===== config.mk =====
export PLATFORM = sky130hd
export DESIGN_NAME = adcfifo_stream_sched_flat
export DESIGN_NICKNAME = d
export VERILOG_FILES = /design/src/rtl/adcfifo_stream_sched_pkg.sv /design/src/rtl/adcfifo_stream_sched_if.sv /design/src/rtl/adcfifo_stream_sched_seg_counter.sv /design/src/rtl/adcfifo_stream_sched.sv /design/src/flat_wrapper.sv
export SDC_FILE = /design/constraint.sdc
export NUM_CORES = 1
export LEC_CHECK = 0
export BUFFER_PORTS_ARGS = -buffer_cell sky130_fd_sc_hd__clkbuf_2
export CAP_MARGIN = 20
export CORE_AREA = 2 2 98 123
export DETAILED_ROUTE_END_ITERATION = 12
export DIE_AREA = 0 0 100 125
export PLACE_DENSITY = 0.77
export SETUP_SLACK_MARGIN = 0.4
export SLEW_MARGIN = 25
export SYNTH_ARGS = -nofsm -noshare
export SYNTH_HDL_FRONTEND = slang
export SYNTH_SLANG_ARGS = --single-unit

===== constraint.sdc =====
create_clock -name clk_usb -period 6.7 [get_ports clk_usb]
set_input_delay 0.335 -clock clk_usb [delete_from_list [all_inputs] [get_ports clk_usb]]
set_output_delay 0.335 -clock clk_usb [all_outputs]
set_load 0.1 [all_outputs]

===== src/rtl/adcfifo_stream_sched_pkg.sv =====
// Shared types and constants for the ADC FIFO read-port scheduler.
package adcfifo_stream_sched_pkg;

    // Read-port ownership states
    typedef enum logic [1:0] {
        ST_IDLE    = 2'd0,
        ST_STREAM  = 2'd1,
        ST_SEG_GAP = 2'd2,
        ST_REG     = 2'd3
    } sched_state_e;

    // A requested segment size of zero is promoted to this length
    localparam logic [31:0] SEG_LEN_MIN = 32'd1;

    // Effective segment length for a requested size
    function automatic logic [31:0] seg_len_of(input logic [31:0] size);
        return (size == 32'd0) ? SEG_LEN_MIN : size;
    endfunction

endpackage


===== src/rtl/adcfifo_stream_sched_if.sv =====
// FIFO, register-path and streaming signals of the read-port scheduler.
interface adcfifo_stream_sched_if;
    logic        fifo_empty;
    logic [7:0]  fifo_data;
    logic        fifo_rd_en;
    logic        reg_rd_req;
    logic [7:0]  reg_data;
    logic        reg_data_valid;
    logic        reg_underrun;
    logic        stream_enable;
    logic [31:0] segment_size;
    logic [7:0]  stream_data;
    logic        stream_valid;
    logic        stream_ready;
    logic        segment_done;
    logic [31:0] bytes_sent;
    logic        stall_err;
    logic        clear_errors;
    logic        busy;

    // Scheduler side
    modport slave (
        input  fifo_empty, fifo_data, reg_rd_req, stream_enable, segment_size,
               stream_ready, clear_errors,
        output fifo_rd_en, reg_data, reg_data_valid, reg_underrun, stream_data,
               stream_valid, segment_done, bytes_sent, stall_err, busy
    );

    // FIFO / USB front-end side
    modport master (
        output fifo_empty, fifo_data, reg_rd_req, stream_enable, segment_size,
               stream_ready, clear_errors,
        input  fifo_rd_en, reg_data, reg_data_valid, reg_underrun, stream_data,
               stream_valid, segment_done, bytes_sent, stall_err, busy
    );
endinterface


===== src/rtl/adcfifo_stream_sched_seg_counter.sv =====
// Segment byte counter: latches the segment length at segment start and
// flags when the next stream pop is the last byte of the segment.
module adcfifo_stream_sched_seg_counter
    import adcfifo_stream_sched_pkg::*;
(
    input  logic        clk,
    input  logic        reset_i,
    input  logic        start_i,
    input  logic [31:0] size_i,
    input  logic        pop_i,
    output logic        last_o
);
    logic [31:0] seg_cnt_d, seg_cnt_q;
    logic [31:0] seg_len_d, seg_len_q;

    // Restart on a new segment, otherwise count stream pops
    always_comb begin
        seg_cnt_d = seg_cnt_q;
        seg_len_d = seg_len_q;
        if (start_i) begin
            seg_cnt_d = 32'd0;
            seg_len_d = seg_len_of(size_i);
        end else if (pop_i) begin
            seg_cnt_d = seg_cnt_q + 32'd1;
        end else begin
            seg_cnt_d = seg_cnt_q;
        end
    end

    // Counter and length registers
    always_ff @(posedge clk) begin
        if (reset_i) begin
            seg_cnt_q <= 32'd0;
            seg_len_q <= 32'd0;
        end else begin
            seg_cnt_q <= seg_cnt_d;
            seg_len_q <= seg_len_d;
        end
    end

    assign last_o = (seg_cnt_q == (seg_len_q - 32'd1));

endmodule


===== src/rtl/adcfifo_stream_sched.sv =====
// ADC FIFO read-port scheduler: shares the FWFT FIFO between single-byte
// register reads and segment streaming, switching owner only between segments.
module adcfifo_stream_sched
    import adcfifo_stream_sched_pkg::*;
#(
    parameter int unsigned pSTALL_W     = 16,
    parameter int unsigned pSTALL_LIMIT = 1000
) (
    input  logic                   clk_usb,
    input  logic                   reset_i,
    adcfifo_stream_sched_if.slave  bus
);
    localparam logic [pSTALL_W-1:0] STALL_ONE    = pSTALL_W'(1);
    localparam logic [pSTALL_W-1:0] STALL_MAX    = {pSTALL_W{1'b1}};
    localparam logic [pSTALL_W-1:0] STALL_SET_AT = pSTALL_W'(pSTALL_LIMIT - 1);

    sched_state_e        state_d, state_q;
    logic                reg_pending_d, reg_pending_q;
    logic [pSTALL_W-1:0] stall_cnt_d, stall_cnt_q;
    logic [31:0]         bytes_sent_d, bytes_sent_q;
    logic [7:0]          reg_data_d, reg_data_q;
    logic                reg_data_valid_d, reg_data_valid_q;
    logic                reg_underrun_d, reg_underrun_q;
    logic                segment_done_d, segment_done_q;
    logic                stall_err_d, stall_err_q;

    logic req_s, seg_start_s, seg_last_s, stall_set_s;
    logic stream_act_s, stream_valid_s, stream_pop_s, reg_serve_s, reg_pop_s;

    // Nothing is popped in a reset cycle, whatever the current state
    assign req_s          = reg_pending_q | bus.reg_rd_req;
    assign stream_act_s   = (state_q == ST_STREAM) & ~reset_i;
    assign stream_valid_s = stream_act_s & ~bus.fifo_empty;
    assign stream_pop_s   = stream_valid_s & bus.stream_ready;
    assign reg_serve_s    = (state_q == ST_REG) & ~reset_i;
    assign reg_pop_s      = reg_serve_s & ~bus.fifo_empty;
    assign stall_set_s    = stream_act_s & bus.fifo_empty & (stall_cnt_q == STALL_SET_AT);

    adcfifo_stream_sched_seg_counter u_seg_counter (
        .clk     (clk_usb),
        .reset_i (reset_i),
        .start_i (seg_start_s),
        .size_i  (bus.segment_size),
        .pop_i   (stream_pop_s),
        .last_o  (seg_last_s)
    );

    // Next-state decode; register reads win at IDLE and at segment gaps
    always_comb begin
        state_d     = state_q;
        seg_start_s = 1'b0;
        case (state_q)
            ST_IDLE, ST_SEG_GAP: begin
                if (req_s) begin
                    state_d = ST_REG;
                end else if (bus.stream_enable) begin
                    state_d     = ST_STREAM;
                    seg_start_s = 1'b1;
                end else begin
                    state_d = ST_IDLE;
                end
            end
            ST_STREAM: begin
                if (stream_pop_s && seg_last_s) begin
                    state_d = ST_SEG_GAP;
                end else begin
                    state_d = ST_STREAM;
                end
            end
            ST_REG: begin
                if (bus.stream_enable) begin
                    state_d     = ST_STREAM;
                    seg_start_s = 1'b1;
                end else begin
                    state_d = ST_IDLE;
                end
            end
            default: begin
                state_d = ST_IDLE;
            end
        endcase
    end

    // Datapath, counters and sticky flags; error set wins over clear
    always_comb begin
        reg_pending_d    = (state_q == ST_REG) ? 1'b0 : req_s;
        reg_data_valid_d = reg_serve_s;
        segment_done_d   = stream_pop_s & seg_last_s;
        reg_underrun_d   = (reg_serve_s & bus.fifo_empty) | (reg_underrun_q & ~bus.clear_errors);
        stall_err_d      = stall_set_s | (stall_err_q & ~bus.clear_errors);

        if (reg_serve_s) begin
            reg_data_d = bus.fifo_empty ? 8'h00 : bus.fifo_data;
        end else begin
            reg_data_d = reg_data_q;
        end

        if (seg_start_s && (state_q == ST_IDLE)) begin
            bytes_sent_d = 32'd0;
        end else if (stream_pop_s) begin
            bytes_sent_d = bytes_sent_q + 32'd1;
        end else begin
            bytes_sent_d = bytes_sent_q;
        end

        if (!stream_act_s || !bus.fifo_empty) begin
            stall_cnt_d = {pSTALL_W{1'b0}};
        end else if (stall_cnt_q == STALL_MAX) begin
            stall_cnt_d = STALL_MAX;
        end else begin
            stall_cnt_d = stall_cnt_q + STALL_ONE;
        end
    end

    // State and output registers
    always_ff @(posedge clk_usb) begin
        if (reset_i) begin
            state_q          <= ST_IDLE;
            reg_pending_q    <= 1'b0;
            stall_cnt_q      <= {pSTALL_W{1'b0}};
            bytes_sent_q     <= 32'd0;
            reg_data_q       <= 8'h00;
            reg_data_valid_q <= 1'b0;
            reg_underrun_q   <= 1'b0;
            segment_done_q   <= 1'b0;
            stall_err_q      <= 1'b0;
        end else begin
            state_q          <= state_d;
            reg_pending_q    <= reg_pending_d;
            stall_cnt_q      <= stall_cnt_d;
            bytes_sent_q     <= bytes_sent_d;
            reg_data_q       <= reg_data_d;
            reg_data_valid_q <= reg_data_valid_d;
            reg_underrun_q   <= reg_underrun_d;
            segment_done_q   <= segment_done_d;
            stall_err_q      <= stall_err_d;
        end
    end

    assign bus.fifo_rd_en     = stream_pop_s | reg_pop_s;
    assign bus.stream_valid   = stream_valid_s;
    assign bus.stream_data    = stream_valid_s ? bus.fifo_data : 8'h00;
    assign bus.reg_data       = reg_data_q;
    assign bus.reg_data_valid = reg_data_valid_q;
    assign bus.reg_underrun   = reg_underrun_q;
    assign bus.segment_done   = segment_done_q;
    assign bus.bytes_sent     = bytes_sent_q;
    assign bus.stall_err      = stall_err_q;
    assign bus.busy           = (state_q != ST_IDLE);

endmodule


===== src/flat_wrapper.sv =====
// flat-port wrapper written by rule: the top's interface ports become plain ports
module adcfifo_stream_sched_flat import adcfifo_stream_sched_pkg::*;
#(
    parameter int unsigned pSTALL_W     = 16,
    parameter int unsigned pSTALL_LIMIT = 1000
)
  (clk_usb, reset_i, bus_fifo_empty, bus_fifo_data, bus_reg_rd_req, bus_stream_enable, bus_segment_size, bus_stream_ready, bus_clear_errors, bus_fifo_rd_en, bus_reg_data, bus_reg_data_valid, bus_reg_underrun, bus_stream_data, bus_stream_valid, bus_segment_done, bus_bytes_sent, bus_stall_err, bus_busy);
  adcfifo_stream_sched_if bus_i ();
  input  logic clk_usb;
  input  logic reset_i;
  input wire logic [$bits(bus_i.fifo_empty)-1:0] bus_fifo_empty;
  input wire logic [$bits(bus_i.fifo_data)-1:0] bus_fifo_data;
  input wire logic [$bits(bus_i.reg_rd_req)-1:0] bus_reg_rd_req;
  input wire logic [$bits(bus_i.stream_enable)-1:0] bus_stream_enable;
  input wire logic [$bits(bus_i.segment_size)-1:0] bus_segment_size;
  input wire logic [$bits(bus_i.stream_ready)-1:0] bus_stream_ready;
  input wire logic [$bits(bus_i.clear_errors)-1:0] bus_clear_errors;
  output wire logic [$bits(bus_i.fifo_rd_en)-1:0] bus_fifo_rd_en;
  output wire logic [$bits(bus_i.reg_data)-1:0] bus_reg_data;
  output wire logic [$bits(bus_i.reg_data_valid)-1:0] bus_reg_data_valid;
  output wire logic [$bits(bus_i.reg_underrun)-1:0] bus_reg_underrun;
  output wire logic [$bits(bus_i.stream_data)-1:0] bus_stream_data;
  output wire logic [$bits(bus_i.stream_valid)-1:0] bus_stream_valid;
  output wire logic [$bits(bus_i.segment_done)-1:0] bus_segment_done;
  output wire logic [$bits(bus_i.bytes_sent)-1:0] bus_bytes_sent;
  output wire logic [$bits(bus_i.stall_err)-1:0] bus_stall_err;
  output wire logic [$bits(bus_i.busy)-1:0] bus_busy;
  assign bus_i.fifo_empty = bus_fifo_empty;
  assign bus_i.fifo_data = bus_fifo_data;
  assign bus_i.reg_rd_req = bus_reg_rd_req;
  assign bus_i.stream_enable = bus_stream_enable;
  assign bus_i.segment_size = bus_segment_size;
  assign bus_i.stream_ready = bus_stream_ready;
  assign bus_i.clear_errors = bus_clear_errors;
  assign bus_fifo_rd_en = bus_i.fifo_rd_en;
  assign bus_reg_data = bus_i.reg_data;
  assign bus_reg_data_valid = bus_i.reg_data_valid;
  assign bus_reg_underrun = bus_i.reg_underrun;
  assign bus_stream_data = bus_i.stream_data;
  assign bus_stream_valid = bus_i.stream_valid;
  assign bus_segment_done = bus_i.segment_done;
  assign bus_bytes_sent = bus_i.bytes_sent;
  assign bus_stall_err = bus_i.stall_err;
  assign bus_busy = bus_i.busy;
  adcfifo_stream_sched #(.pSTALL_W(pSTALL_W), .pSTALL_LIMIT(pSTALL_LIMIT)) u_core (.clk_usb(clk_usb), .reset_i(reset_i), .bus(bus_i));
endmodule

Word-level counts from Yosys, hierarchy flattened. Index checks and enable logic that the tools add are counted.

Flip-flop bits (word level): 127. Input port bits: 47. Output and inout port bits: 55. Word-level logic and storage cells: 63.

Add/subtract/negate cells: 4. Eq/ne operators: 6. Multiplexer cells: 11. Bitwise operators: 18. Reduce and logical (&&, ||, !) cells: 13.

Operator list (number): adder 32 x 1 -> 32 bit (second input constant) (2); == test 32 bit (1); zero test 32 bit (1); 2-to-1 mux 32 bit (1); subtractor 32 x 1 -> 32 bit (second input constant) (1); adder 16 x 1 -> 16 bit (second input constant) (1); == test 16 x 10 -> 1 bit (second input constant) (1); == test 16 bit (second input constant) (1); 2-to-1 mux 16 bit (1); 2-to-1 mux 8 bit (2); AND 1 bit (11); OR reduction 2 bit (5); one-hot mux 2 bit (3 select lines) (1); == test 2 bit (second input constant) (2); 2-to-1 mux 2 bit (2); OR 1 bit (4); 2-to-1 mux 1 bit (3); NOT 1 bit (3); == test 2 x 1 -> 1 bit (second input constant) (1); logical AND 1 bit (2); zero test 1 bit (2); zero test 2 bit (1); one-hot mux 1 bit (2 select lines) (1); nonzero test 2 bit (1); logical OR 1 bit (1).

Logic depth before layout (Yosys ltp). Gate-level depths: netlist of the first run.

Word-level depth: 7. Depth in mapped cells: 11. Depth with buffers taken out: 9.

Cells and area by module. A second synthesis of the first run with hierarchy kept.

Cell total of the unflattened synthesis: 768. Area, all modules: 6602.6 um^2.

By module, submodules not included: adcfifo_stream_sched_seg_counter (instances 1, cells each 407, area each 3592.2 um^2); adcfifo_stream_sched (instances 1, cells each 361, area each 3010.4 um^2).

Worst setup path after synthesis of the first run. No wires, ideal clock.

Kind: reg-to-output. From: register u_core.state_q[0]. To: output port bus_stream_data[0]. Arrival: 2.837 ns. Data required time: 6.365 ns. Path slack: 3.528 ns. Cell stages (with the launch flop): 5. Path buffers: 2. Cells stage by stage: dfxtp_1 buf_2 nor4b_1 clkbuf_1 and2_1.

Cells in the longest elaborated chain, start to end: 4.

RTL lines: from (decl) (line adcfifo_stream_sched.sv:17) `sched_state_e state_d, state_q;`; from (signal assigned) (line adcfifo_stream_sched.sv:128) `state_q <= state_d;`; == test 2 x 1 -> 1 bit (line adcfifo_stream_sched.sv:32) `assign stream_act_s = (state_q == ST_STREAM) & ~reset_i;`; AND 1 bit (line adcfifo_stream_sched.sv:32); AND 1 bit (line adcfifo_stream_sched.sv:33) `assign stream_valid_s = stream_act_s & ~bus.fifo_empty;`; named net bus_stream_valid (line flat_wrapper.sv:23) `output wire logic [$bits(bus_i.stream_valid)-1:0] bus_stream_valid;`; 2-to-1 mux 8 bit (line adcfifo_stream_sched.sv:142) `assign bus.stream_data = stream_valid_s ? bus.fifo_data : 8'h00;`; to (decl) (line flat_wrapper.sv:22) `output wire logic [$bits(bus_i.stream_data)-1:0] bus_stream_data;`.

The timed path passes the listed nets, and every way through them passes these cells.

Worst setup path in the final report of the first run.
From: register u_core.u_seg_counter.seg_len_q[0]. To: register u_core.state_q[0].

Cells in the longest elaborated chain, start to end: 5.

RTL lines: from (decl) (line adcfifo_stream_sched_seg_counter.sv:14) `logic [31:0] seg_len_d, seg_len_q;`; from (signal assigned) (line adcfifo_stream_sched_seg_counter.sv:37) `seg_len_q <= seg_len_d;`; subtractor 32 x 1 -> 32 bit (line adcfifo_stream_sched_seg_counter.sv:41) `assign last_o = (seg_cnt_q == (seg_len_q - 32'd1));`; == test 32 bit (line adcfifo_stream_sched_seg_counter.sv:41); logical AND 1 bit (line adcfifo_stream_sched.sv:64) `if (stream_pop_s && seg_last_s) begin`; 2-to-1 mux 2 bit (line adcfifo_stream_sched.sv:64); one-hot mux 2 bit (3 select lines) (line adcfifo_stream_sched.sv:52) `case (state_q)`.

No other way between the ends. A chain may end at the register's enable or synchronous reset.

==> results.md, run 1 <==
- Power Total: between 1.5 and 2 mW
- Net count, final: between 800 and 900
- Worst-path fanout max: 8
- Vias in the first global route: 5259
- Avg Cell Area, Syn: roughly 8.7 um^2
- Clock skew: between 8 and 9 ps
- Core box area: roughly 11000 um^2
- Largest net degree at the start of global routing: 34
- Cell Rows: 44
- Total Routing Usage GR: about a quarter
- Yosys cell types: 55
- Endpoint type of the worst setup path: flip-flop
- Synth area leader: dfxtp_1
- RSZ-0062 raised after global routing: no
- Vias per inst: around 5.9
- DRT Pass-1 Iters: 5
- Fill cells: approximately 950
- Worst slew pin tran: 989 ps
- VDD IR-drop max: ~0.16 mV
- Pleak: 2.90 nW
- Met2 Track Usage GR: a little over two fifths
- Async set-reset flop share out of synthesis: 0%
- DP Wirelength: 10700 um
- FF/Latch Area: 2540 um^2
- # resized after CTS: 0
- Min Tclk post-route: around 3400 ps
- Max incr delay on CP: 620 ps
- Final period utilization: between 50% and 60%
- Total global routing overflow: 0
- CP Buf/Inv Count: 1
- Post-Synthesis Net Count: 750
- Clock Latency Late Sink: 420 ps
- Wire per inst: 15.5 um
- Die span in x: ~100 um
- CP max-delay cell: or4b_1
- Status: complete, no violations
- CP startpoint kind: flip-flop
- Clock Sinks: between 100 and 150
- Die area: ~13000 um^2
- Worst Setup Path Type: reg2reg
- Yosys reg bits: roughly 130
- Final Setup Violations: 0
- Met3 usage in global routing: under 10%
- Antenna Cells: 0
- Power density over cell area: 260 nW/um^2
- GRT met1 Usage: between 20% and 30%
- Final RePlAce weighted congestion: approximately 0.88
- Peak Freq: between 200 and 300 MHz
- Antenna Nets Post-Route: 0
- Vias: around 5500
- Hold-fix buffers at CTS: 0
- Syn-to-layout area delta: 18.6%
- Post CTS Setup Buffer Count: 0
- Clock Path Buffers: 2
- Die H: between 100 and 150 um
- Worst Path Required: 7010 ps
- PortBufs: around 100
- Worst path cell trace: inv_1 -> ha_1 -> or4b_1 -> or3_4 -> nor4_1 -> xnor2_1 -> o211ai_1 -> or4_4 -> o21a_1
- Seq/Total Area, Yosys: 41.6%
- CTS root buf: clkbuf_16
- Initial core utilization: between 50% and 60%
- Ys flop type: dfxtp_1
- Antenna violations before repair: 0
- Setup TNS: 0 ps
- Area of the multi-input gates: around 3400 um^2
- IO Count: 102
- Top-area cell type share of the netlist area: between 40% and 50%
- GRT Max-Usage Layer: met2
- Final wirelength: 14500 um
- Hold Crit Class: in2reg
- CTS Buf Count: 17
- Post-synthesis cell area: between 6000 and 7000 um^2
- Slew Limit Fails: 0
- Layout cells sized above 1: a little under a fifth
- Post-synth EDFFs: 0
- TritonCTS clock tree: done
- Initial DRC count: 232
- Critical path arrival: roughly 3700 ps
- Ranking of synthesized cells by area: dfxtp_1, xor2_1, nor2_1, xnor2_1, a22o_1
- Ys Warns: 0
- CTS H-tree depth: 4
- Slew margin rel.: about a third
- Hold Vio Cnt, Final: 0
- Max Cap Viol: 0
- Synth Instances: approximately 700
- DRC violations left: 0
- Most common cell in the synthesized netlist: dfxtp_1
- First-pass GRT wire length: between 20000 and 25000 um
- Reg clk slew, reported paths: 60 ps
- Most frequent cells after synthesis: dfxtp_1, nor2_1, xor2_1
- Cell family with most CP delay: simple AND/OR/NAND/NOR gates
## routing by layer
layer / wire [um] / up-vias
met3: 711 / 34
met2: 7450 / 183
met1: 6030 / 2609
li1: - / 2685
met4: 350 / 0
met5: 0 / -
## layout make-up
type	count	share of cell area, %
Multi-Input combinational cell	533	47.3
Sequential cell	127	35.1
Timing Repair Buffer	101	6.98
Clock buffer	20	6.31
Tap cell	138	2.38
Clock inverter	12	1.55
Inverter	7	0.363
## path summary, 6_finish.rpt
kind / from / to / slack [ps] / cells after the start
setup / recovery: u_core.u_seg_counter.seg_len_q[0] / u_core.state_q[0] / 3290 / 9
hold / removal: bus_segment_size[16] / u_core.u_seg_counter.seg_len_q[16] / 140 / 2
setup reg to reg: u_core.u_seg_counter.seg_len_q[0] / u_core.state_q[0] / 3290 / 9
hold reg to reg: u_core.bus.reg_underrun / u_core.bus.reg_underrun / 470 / 2
## cells in the final DEF, fill, tap and decap left out, types with 2 or more instances in the layout
cell	netlist	final
dfxtp_1	127	127
clkbuf_2	0	101
nor2_1	92	90
xor2_1	68	68
nand2_1	42	42
xnor2_1	38	38
a22o_1	37	37
nand3_1	29	29
a21oi_1	29	29
nor4_1	27	27
nand4_1	22	22
clkbuf_16	0	17
nor3_1	16	16
o21ai_0	16	16
or3_1	14	14
and3_1	13	13
and2_1	11	11
and4_1	9	9
inv_1	7	7
nand2b_1	7	7
or2_2	6	6
or4_1	5	5
clkinv_4	0	5
nor2b_1	4	4
ha_1	4	4
a31oi_1	3	3
o31ai_1	3	3
nor4b_1	4	3
clkinv_2	0	3
a31o_2	2	2
nand4bb_1	2	2
nor2_4	0	2
o21ba_2	2	2
o211ai_1	2	2
o32ai_1	2	2
a211o_1	2	2
and3b_1	2	2
clkinvlp_4	0	2
clkbuf_8	0	2
## per-stage QoR
stage	util [%]	setup WS, ps	hold WS, ps	std cells	cell area (um^2)
after floorplan	-	3530	444	699	6110
after global placement	58.2	3400	455	906	6660
after CTS	63.2	3310	135	938	7230
after global routing	63.3	3000	140	938	7240
final	63.3	3290	140	938	7240
after detailed placement	58.2	3240	456	906	6660
## sequential cells by signal, summed over array words and instances, names as in the netlist
signal and count:
u_core.bus.bytes_sent 32, u_core.u_seg_counter.seg_cnt_q 32, u_core.u_seg_counter.seg_len_q 32, u_core.stall_cnt_q 16, u_core.bus.reg_data 8, u_core.state_q 2, u_core.bus.reg_data_valid 1, u_core.bus.reg_underrun 1
u_core.bus.segment_done 1, u_core.bus.stall_err 1, u_core.reg_pending_q 1
## power breakdown
group / internal [mW] / switching, mW
clock network: 0.531 / 0.342
logic: 0.0873 / 0.133
registers: 0.768 / 0.0186
## cells by family after synthesis
family / Yosys count / synth area share [%]
muxes: 1 / 0.164
DFF: 127 / 41.6
xor gates and xnor gates: 106 / 15.2
AOI/OAI and AO/OA: 108 / 12.5
and+or+nand+nor: 314 / 27.1
adders and majority gates: 4 / 0.820
buffers and inverters: 39 / 2.58
No activity file was read; power rests on OpenSTA's default activity.
==> run 2, diff against run 1 <==
==> constraint.sdc (replaced) <==
create_clock -name clk_usb -period 3.5 [get_ports clk_usb]
set_input_delay 0.175 -clock clk_usb [delete_from_list [all_inputs] [get_ports clk_usb]]
set_output_delay 0.175 -clock clk_usb [all_outputs]
set_load 0.1 [all_outputs]
==> run 2 against run 1 <==
Clock skew shrank 1.0 ps. Die area is the same. Sequential share of layout area shrank 1.4 points. Non-clock buffer count grew 28. Power grew 96%. Register-to-register slack lost 2900 ps. Final area grew 4.2%. Maximum frequency grew 11%. Critical path type unchanged. Largest cell class unchanged.
==> results.md, run 2 (same netlist as run 1, synthesis figures left out) <==
- Status: complete, no violations
- Wire per inst: 15.8 um (+1.8%)
- Final wirelength: 15200 um (+4.8%)
- DRC violations left: 0 (unchanged)
- Reg2Reg Setup Slack: 420 ps (-2870 ps)
- Power density over cell area: 489 nW/um^2 (+88%)
- Initial core utilization: 53.3% (unchanged)
- TritonCTS clock tree: done
- Largest net degree at the start of global routing: 34 (unchanged)
- Hold Crit Class: in2reg
- Total global routing overflow: 0 (unchanged)
- Total Routing Usage GR: 24.4% (+1.1 points)
- WHS Endpoint: u_core.u_seg_counter.seg_len_q[23]
- Worst R2R Path Depth: 9 (unchanged)
- Antenna violations before repair: 0 (unchanged)
- Final RePlAce weighted congestion: 0.878 (-0.65%)
- Worst R2R Start: u_core.u_seg_counter.seg_len_q[0]
- Post-Place Cells: 911 (+0.55%)
- Min Tclk post-route: 3080 ps (-335 ps)
- Vias: 5626 (+2.1%)
- DP Wirelength: 11100 um (+3.5%)
- Clock Latency Late Sink: 410 ps (about the same)
- Pleak: 3.04 nW (+4.8%)
- Hold Vio Cnt, Final: 0 (unchanged)
- Antenna Cells: 0 (unchanged)
- Final period utilization: 87.9% (+37 points)
- Worst-path fanout max: 8 (unchanged)
- Post CTS Setup Buffer Count: 0 (unchanged)
- Clock Sinks: 127 (unchanged)
- Commonest non-fill, non-tap cell in the layout: dfxtp_1
- CTS Buf Count: 17 (unchanged)
- Min-Delay Startpoint: bus_segment_size[23]
- Slew Limit Fails: 0 (unchanged)
- Layout cells sized above 1: 19.4% (+0.44 points)
- Slew margin rel.: 47.7% (+14 points)
- VDD IR-drop max: 0.317 mV (+99%)
- Non-Filler Instances: 966 (+3.0%)
- Core box area: 11500 um^2 (unchanged)
- IO Count: 102 (unchanged)
- CP startpoint kind: flip-flop
- Clock skew: 7.35 ps (-1.01 ps)
- Critical path arrival: 3380 ps (-340 ps)
- Endpoint type of the worst setup path: flip-flop
- Hold depth: 2 (unchanged)
- Worst Path Required: 3800 ps (-3210 ps)
- Final Setup Violations: 0 (unchanged)
- Highest-count cells in the layout ignoring fill and taps: dfxtp_1, clkbuf_2, nor2_1, xor2_1, nand2_1
- Die area: 12500 um^2 (unchanged)
- Vias in the first global route: 5574 (+6.0%)
- Clock Path Buffers: 2 (unchanged)
- Setup TNS: 0 ps (unchanged)
- Peak Freq: 325 MHz (+11%)
- CTS H-tree depth: 4 (unchanged)
- Max Cap Viol: 0 (unchanged)
- Cell Rows: 44 (unchanged)
- Reg2Reg Capture Point: u_core.state_q[0]
- RSZ-0062 raised after global routing: yes
- Worst slew pin tran: 777 ps (-212 ps)
- CTS root buf: clkbuf_16
- Vias per inst: 5.82 (-0.87%)
- PortBufs: 101 (unchanged)
- Syn-to-layout area delta: 23.6%
- Worst Setup Path Type: reg2reg
- DRT Pass-1 Iters: 5 (unchanged)
- WHS: 1.80 ps (-138 ps)
- Die H: 125 um (unchanged)
- Reg clk slew, reported paths: 60 ps (about the same)
- Die span in x: 100 um (unchanged)
- Antenna Nets Post-Route: 0 (unchanged)
- Net count, final: 866 (+3.3%)
- First-pass GRT wire length: 25100 um (+4.5%)
- Initial DRC count: 239 (+3.0%)
[run 2: changes by cell type in the layout (fill, tap and decap cells not counted), moves of 2 or more]
cell           before  now
clkbuf_8            2    0
dlygate4sd3_1       0   23
inv_6               1    3
buf_4               0    5
[run 2: layout make-up]
| cell class | count | area, um^2 |
|---|---|---|
| fill | 920 | 3910 |
| multi-input combinational | 533 | 3440 |
| sequential | 127 | 2540 |
| timing repair buffer | 129 | 773 |
| clock buffer | 17 | 425 |
| tap | 138 | 173 |
| clock inverter | 15 | 161 |
| inverter | 7 | 26.3 |
[run 2: how the worst max path moves through the flow]
stage / to / cells after the start / from
after floorplan: u_core.state_q[0] / 11 / u_core.u_seg_counter.seg_len_q[0]
after global placement: u_core.state_q[0] / 9 / u_core.u_seg_counter.seg_len_q[0]
after detailed placement: u_core.state_q[0] / 9 / u_core.u_seg_counter.seg_len_q[0]
after CTS: u_core.state_q[0] / 9 / u_core.u_seg_counter.seg_len_q[0]
after global routing: u_core.state_q[0] / 9 / u_core.u_seg_counter.seg_len_q[0]
final: u_core.state_q[0] / 9 / u_core.u_seg_counter.seg_len_q[0]
[run 2: repair_timing]
item                                    in CTS  in global routing
endpoints found under the setup margin       1                  4
resized for setup                            2                  2
hold buffers                                21                  2
endpoints found under the hold margin       21                  2
[run 2: metal layers]
| layer | wire length (um) | up-vias | part of all wire (%) | track usage [%] |
|---|---|---|---|---|
| met1 | 5890 | 2682 | 39 | 26.4 |
| met5 | 0 | - | 0 | 0 |
| li1 | - | 2736 | - | - |
| met2 | 8250 | 171 | 54 | 45.0 |
| met4 | 383 | 0 | 2.5 | 10.8 |
| met3 | 717 | 37 | 4.7 | 5.25 |
[run 2: report_power, final]
group	switching, mW	internal (mW)	leakage [nW]
Combinational	0.257	0.189	1.73
Clock	0.679	1.06	0.288
Sequential	0.0386	1.47	1.03
[run 2: critical path, stage by stage (launching register included)]
cell and delay, ps:
dfxtp_1 370, inv_1 90, ha_2 230, or4b_4 520, or3_4 380, or3_1 380, nor3_2 160, o211ai_1 100
or4_4 540, o21a_1 200
[run 2: per-stage QoR]
stage / total power [mW] / cell area [um^2] / setup slack, ps / util (%)
finish: 3.69 / 7540 / 422 / 65.9
floorplan: 1.85 / 6110 / 433 / -
CTS: 3.70 / 7500 / 427 / 65.5
global route: 3.82 / 7540 / 321 / 65.9
global placement: 1.94 / 6700 / 405 / 58.5
detailed placement: 1.95 / 6700 / 349 / 58.5
==> run 3, diff against run 2 <==
--- a/config.mk
+++ b/config.mk
@@ -7,10 +7,10 @@
 export LEC_CHECK = 0
 export BUFFER_PORTS_ARGS = -buffer_cell sky130_fd_sc_hd__clkbuf_2
 export CAP_MARGIN = 20
-export CORE_AREA = 2 2 98 123
+export CORE_AREA = 2 2 101 128
 export DETAILED_ROUTE_END_ITERATION = 12
-export DIE_AREA = 0 0 100 125
-export PLACE_DENSITY = 0.77
+export DIE_AREA = 0 0 103 130
+export PLACE_DENSITY = 0.75
 export SETUP_SLACK_MARGIN = 0.4
 export SLEW_MARGIN = 25
 export SYNTH_ARGS = -nofsm -noshare
==> constraint.sdc (replaced) <==
create_clock -name clk_usb -period 2.48 [get_ports clk_usb]
set_input_delay 0.124 -clock clk_usb [delete_from_list [all_inputs] [get_ports clk_usb]]
set_output_delay 0.124 -clock clk_usb [all_outputs]
set_load 0.1 [all_outputs]
==> run 3 against run 2 <==
The run now ends with setup timing left. Critical endpoint unchanged. Sequential share of layout area shrank 4.1 points. Worst hold slack improved by 45 ps. Power up 48%. Non-clock buffer count increased by 79.
==> results.md, run 3 (same netlist as run 1, synthesis figures left out) <==
- Share of power burned in registers: 38.5% (-2.4 points)
- Hold Vio Cnt, Final: 0 (unchanged)
- TritonCTS clock tree: done
- DP Wirelength: 11500 um (+4.3%)
- Cell Rows: 46 (+4.5%)
- Vias per inst: 5.52 (-5.3%)
- CTS root buf: clkbuf_16
- Initial DRC count: 185 (-23%)
- Net count, final: 945 (+9.1%)
- Max incr delay on CP: 570 ps (+30 ps)
- Antenna Nets Post-Route: 0 (unchanged)
- Peak Freq: 365 MHz (+12%)
- Clock Latency Late Sink: 420 ps (about the same)
- Utilization after layout: 71.2% (+5.3 points)
- Wire per inst: 16.1 um (+2.0%)
- WHS: 47.1 ps (+45.3 ps)
- Worst-path fanout max: 4 (-4)
- Worst path cell trace: inv_2 -> ha_4 -> or4b_4 -> or3_4 -> nor2_4 -> a31oi_2 -> a211o_1 -> or4_4 -> o21a_1
- Slew Limit Fails: 0 (unchanged)
- Pleak: 3.59 nW (+18%)
- Net Sw Frac: 26.0% (-0.37 points)
- Setup TNS: -610 ps (-610 ps)
- Status: finished with violations
- Final RePlAce weighted congestion: 0.846 (-3.6%)
- CTS H-tree depth: 4 (unchanged)
- Die span in x: 103 um (+3.0%)
- Worst slew pin tran: 752 ps (-24.8 ps)
- Vias in the first global route: 5740 (+3.0%)
- Switching pwr: 1.42 mW (+46%)
- Syn-to-layout area delta: 43.7%
- Int Power: 4.03 mW (+49%)
- Antenna Cells: 0 (unchanged)
- Layout cells sized above 1: 34.4% (+15 points)
- Hold Crit Class: in2reg
- Die H: 130 um (+4.0%)
- CP startpoint kind: flip-flop
- VDD IR-drop max: 0.377 mV (+19%)
- PortBufs: 101 (unchanged)
- Clock Sinks: 127 (unchanged)
- Total global routing overflow: 0 (unchanged)
- Power density over cell area: 622 nW/um^2 (+27%)
- First-pass GRT wire length: 26300 um (+4.8%)
- Core box area: 12300 um^2 (+7.6%)
- DRT Pass-1 Iters: 4 (-1)
- Min Tclk post-route: 2740 ps (-341 ps)
- Initial core utilization: 49.6% (-3.7 points)
- Highest-count cells in the layout ignoring fill and taps: dfxtp_1, clkbuf_2, nor2_1, xor2_1, buf_4
- Final period utilization: 110% (+22 points)
- CP max-delay cell: or4_4
- Final Setup Violations: 3 (+3)
- RSZ-0062 raised after global routing: yes
- IO Count: 102 (unchanged)
- Worst Setup Path Type: reg2reg
- Die area: 13400 um^2 (+7.1%)
- Vias: 5929 (+5.4%)
- Final wirelength: 17300 um (+13%)
- Fill cells: 908 (-1.3%)
- Clock power frac: 46.0% (-1.0 points)
- Worst Path Required: 2790 ps (-1010 ps)
- Antenna violations before repair: 0 (unchanged)
- Total Routing Usage GR: 25.0% (+0.60 points)
- Gate power share: 15.6% (+3.5 points)
- Reg clk slew, reported paths: 50 ps (about the same)
- Endpoint type of the worst setup path: flip-flop
- Slew margin rel.: 49.8% (+2.1 points)
- Clock Path Buffers: 2 (unchanged)
- Clock skew: 9.37 ps (+2.02 ps)
- Commonest non-fill, non-tap cell in the layout: dfxtp_1
- DRC violations left: 0 (unchanged)
- Final worst slack: -257 ps (-679 ps)
- Largest net degree at the start of global routing: 34 (unchanged)
- Failing checks: setup timing
- Critical path arrival: 3050 ps (-330 ps)
- Max Cap Viol: 0 (unchanged)
- CTS Buf Count: 17 (unchanged)
[run 3: power groups by stage]
stage               combinational [mW]  clock [mW]  sequential [mW]
floorplan                        0.467           0             2.17
global placement                 0.712           0             2.14
detailed placement               0.723           0             2.14
CTS                              0.803        2.54             2.10
global route                     0.917        2.63             2.10
finish                           0.849        2.51             2.10
[run 3: cell type report]
class	instances	area (um^2)	share of cell area, %
Inverter	7	28.8	0.328
Sequential cell	127	2600	29.6
Timing Repair Buffer	208	1500	17.0
Tap cell	168	210	2.40
Clock inverter	12	133	1.51
Multi-Input combinational cell	533	3840	43.8
Clock buffer	20	468	5.33
[run 3: what timing repair did]
item | CTS | global route
hold buffers | 41 | 0
endpoints found under the setup margin | 29 | 105
setup buffers | 6 | 12
gates resized for setup | 28 | 78
pin swaps | 15 | 43
endpoints found under the hold margin | 42 | 0
[run 3: worst paths after layout]
kind	cells past startpoint	start	slack [ps]	endpoint
min reg2reg	2	u_core.bus.reg_underrun	470	u_core.bus.reg_underrun
min	3	bus_fifo_empty	50	u_core.bus.reg_underrun
max reg2reg	9	u_core.u_seg_counter.seg_len_q[1]	-260	u_core.state_q[0]
max	9	u_core.u_seg_counter.seg_len_q[1]	-260	u_core.state_q[0]
[run 3: critical path: cells and delay by family (launching register included)]
| family | cells | cell delay [ps] |
|---|---|---|
| AO/OA/AOI/OAI | 3 | 550 |
| flip-flops | 1 | 330 |
| buffers and inverters | 1 | 70 |
| AND/OR/NAND/NOR | 4 | 1560 |
| adder cells (fa/ha/maj) | 1 | 120 |
[run 3: layer usage]
metal / up-vias / share of wire, % / GRT usage, %
met5: - / 0 / 0
met4: 0 / 3.5 / 12.9
met3: 47 / 4.0 / 5.57
met2: 171 / 54 / 46.1
met1: 2806 / 38 / 26.2
li1: 2905 / - / -
[run 3: through the flow]
stage | power [mW] | cells | cell area [um^2] | setup WS [ps]
final | 5.45 | 1075 | 8770 | -257
after floorplan | 2.63 | 699 | 6300 | -344
after global placement | 2.85 | 984 | 7220 | -314
after global routing | 5.65 | 1075 | 8770 | -336
after detailed placement | 2.87 | 984 | 7220 | -367
after CTS | 5.44 | 1063 | 8380 | -236
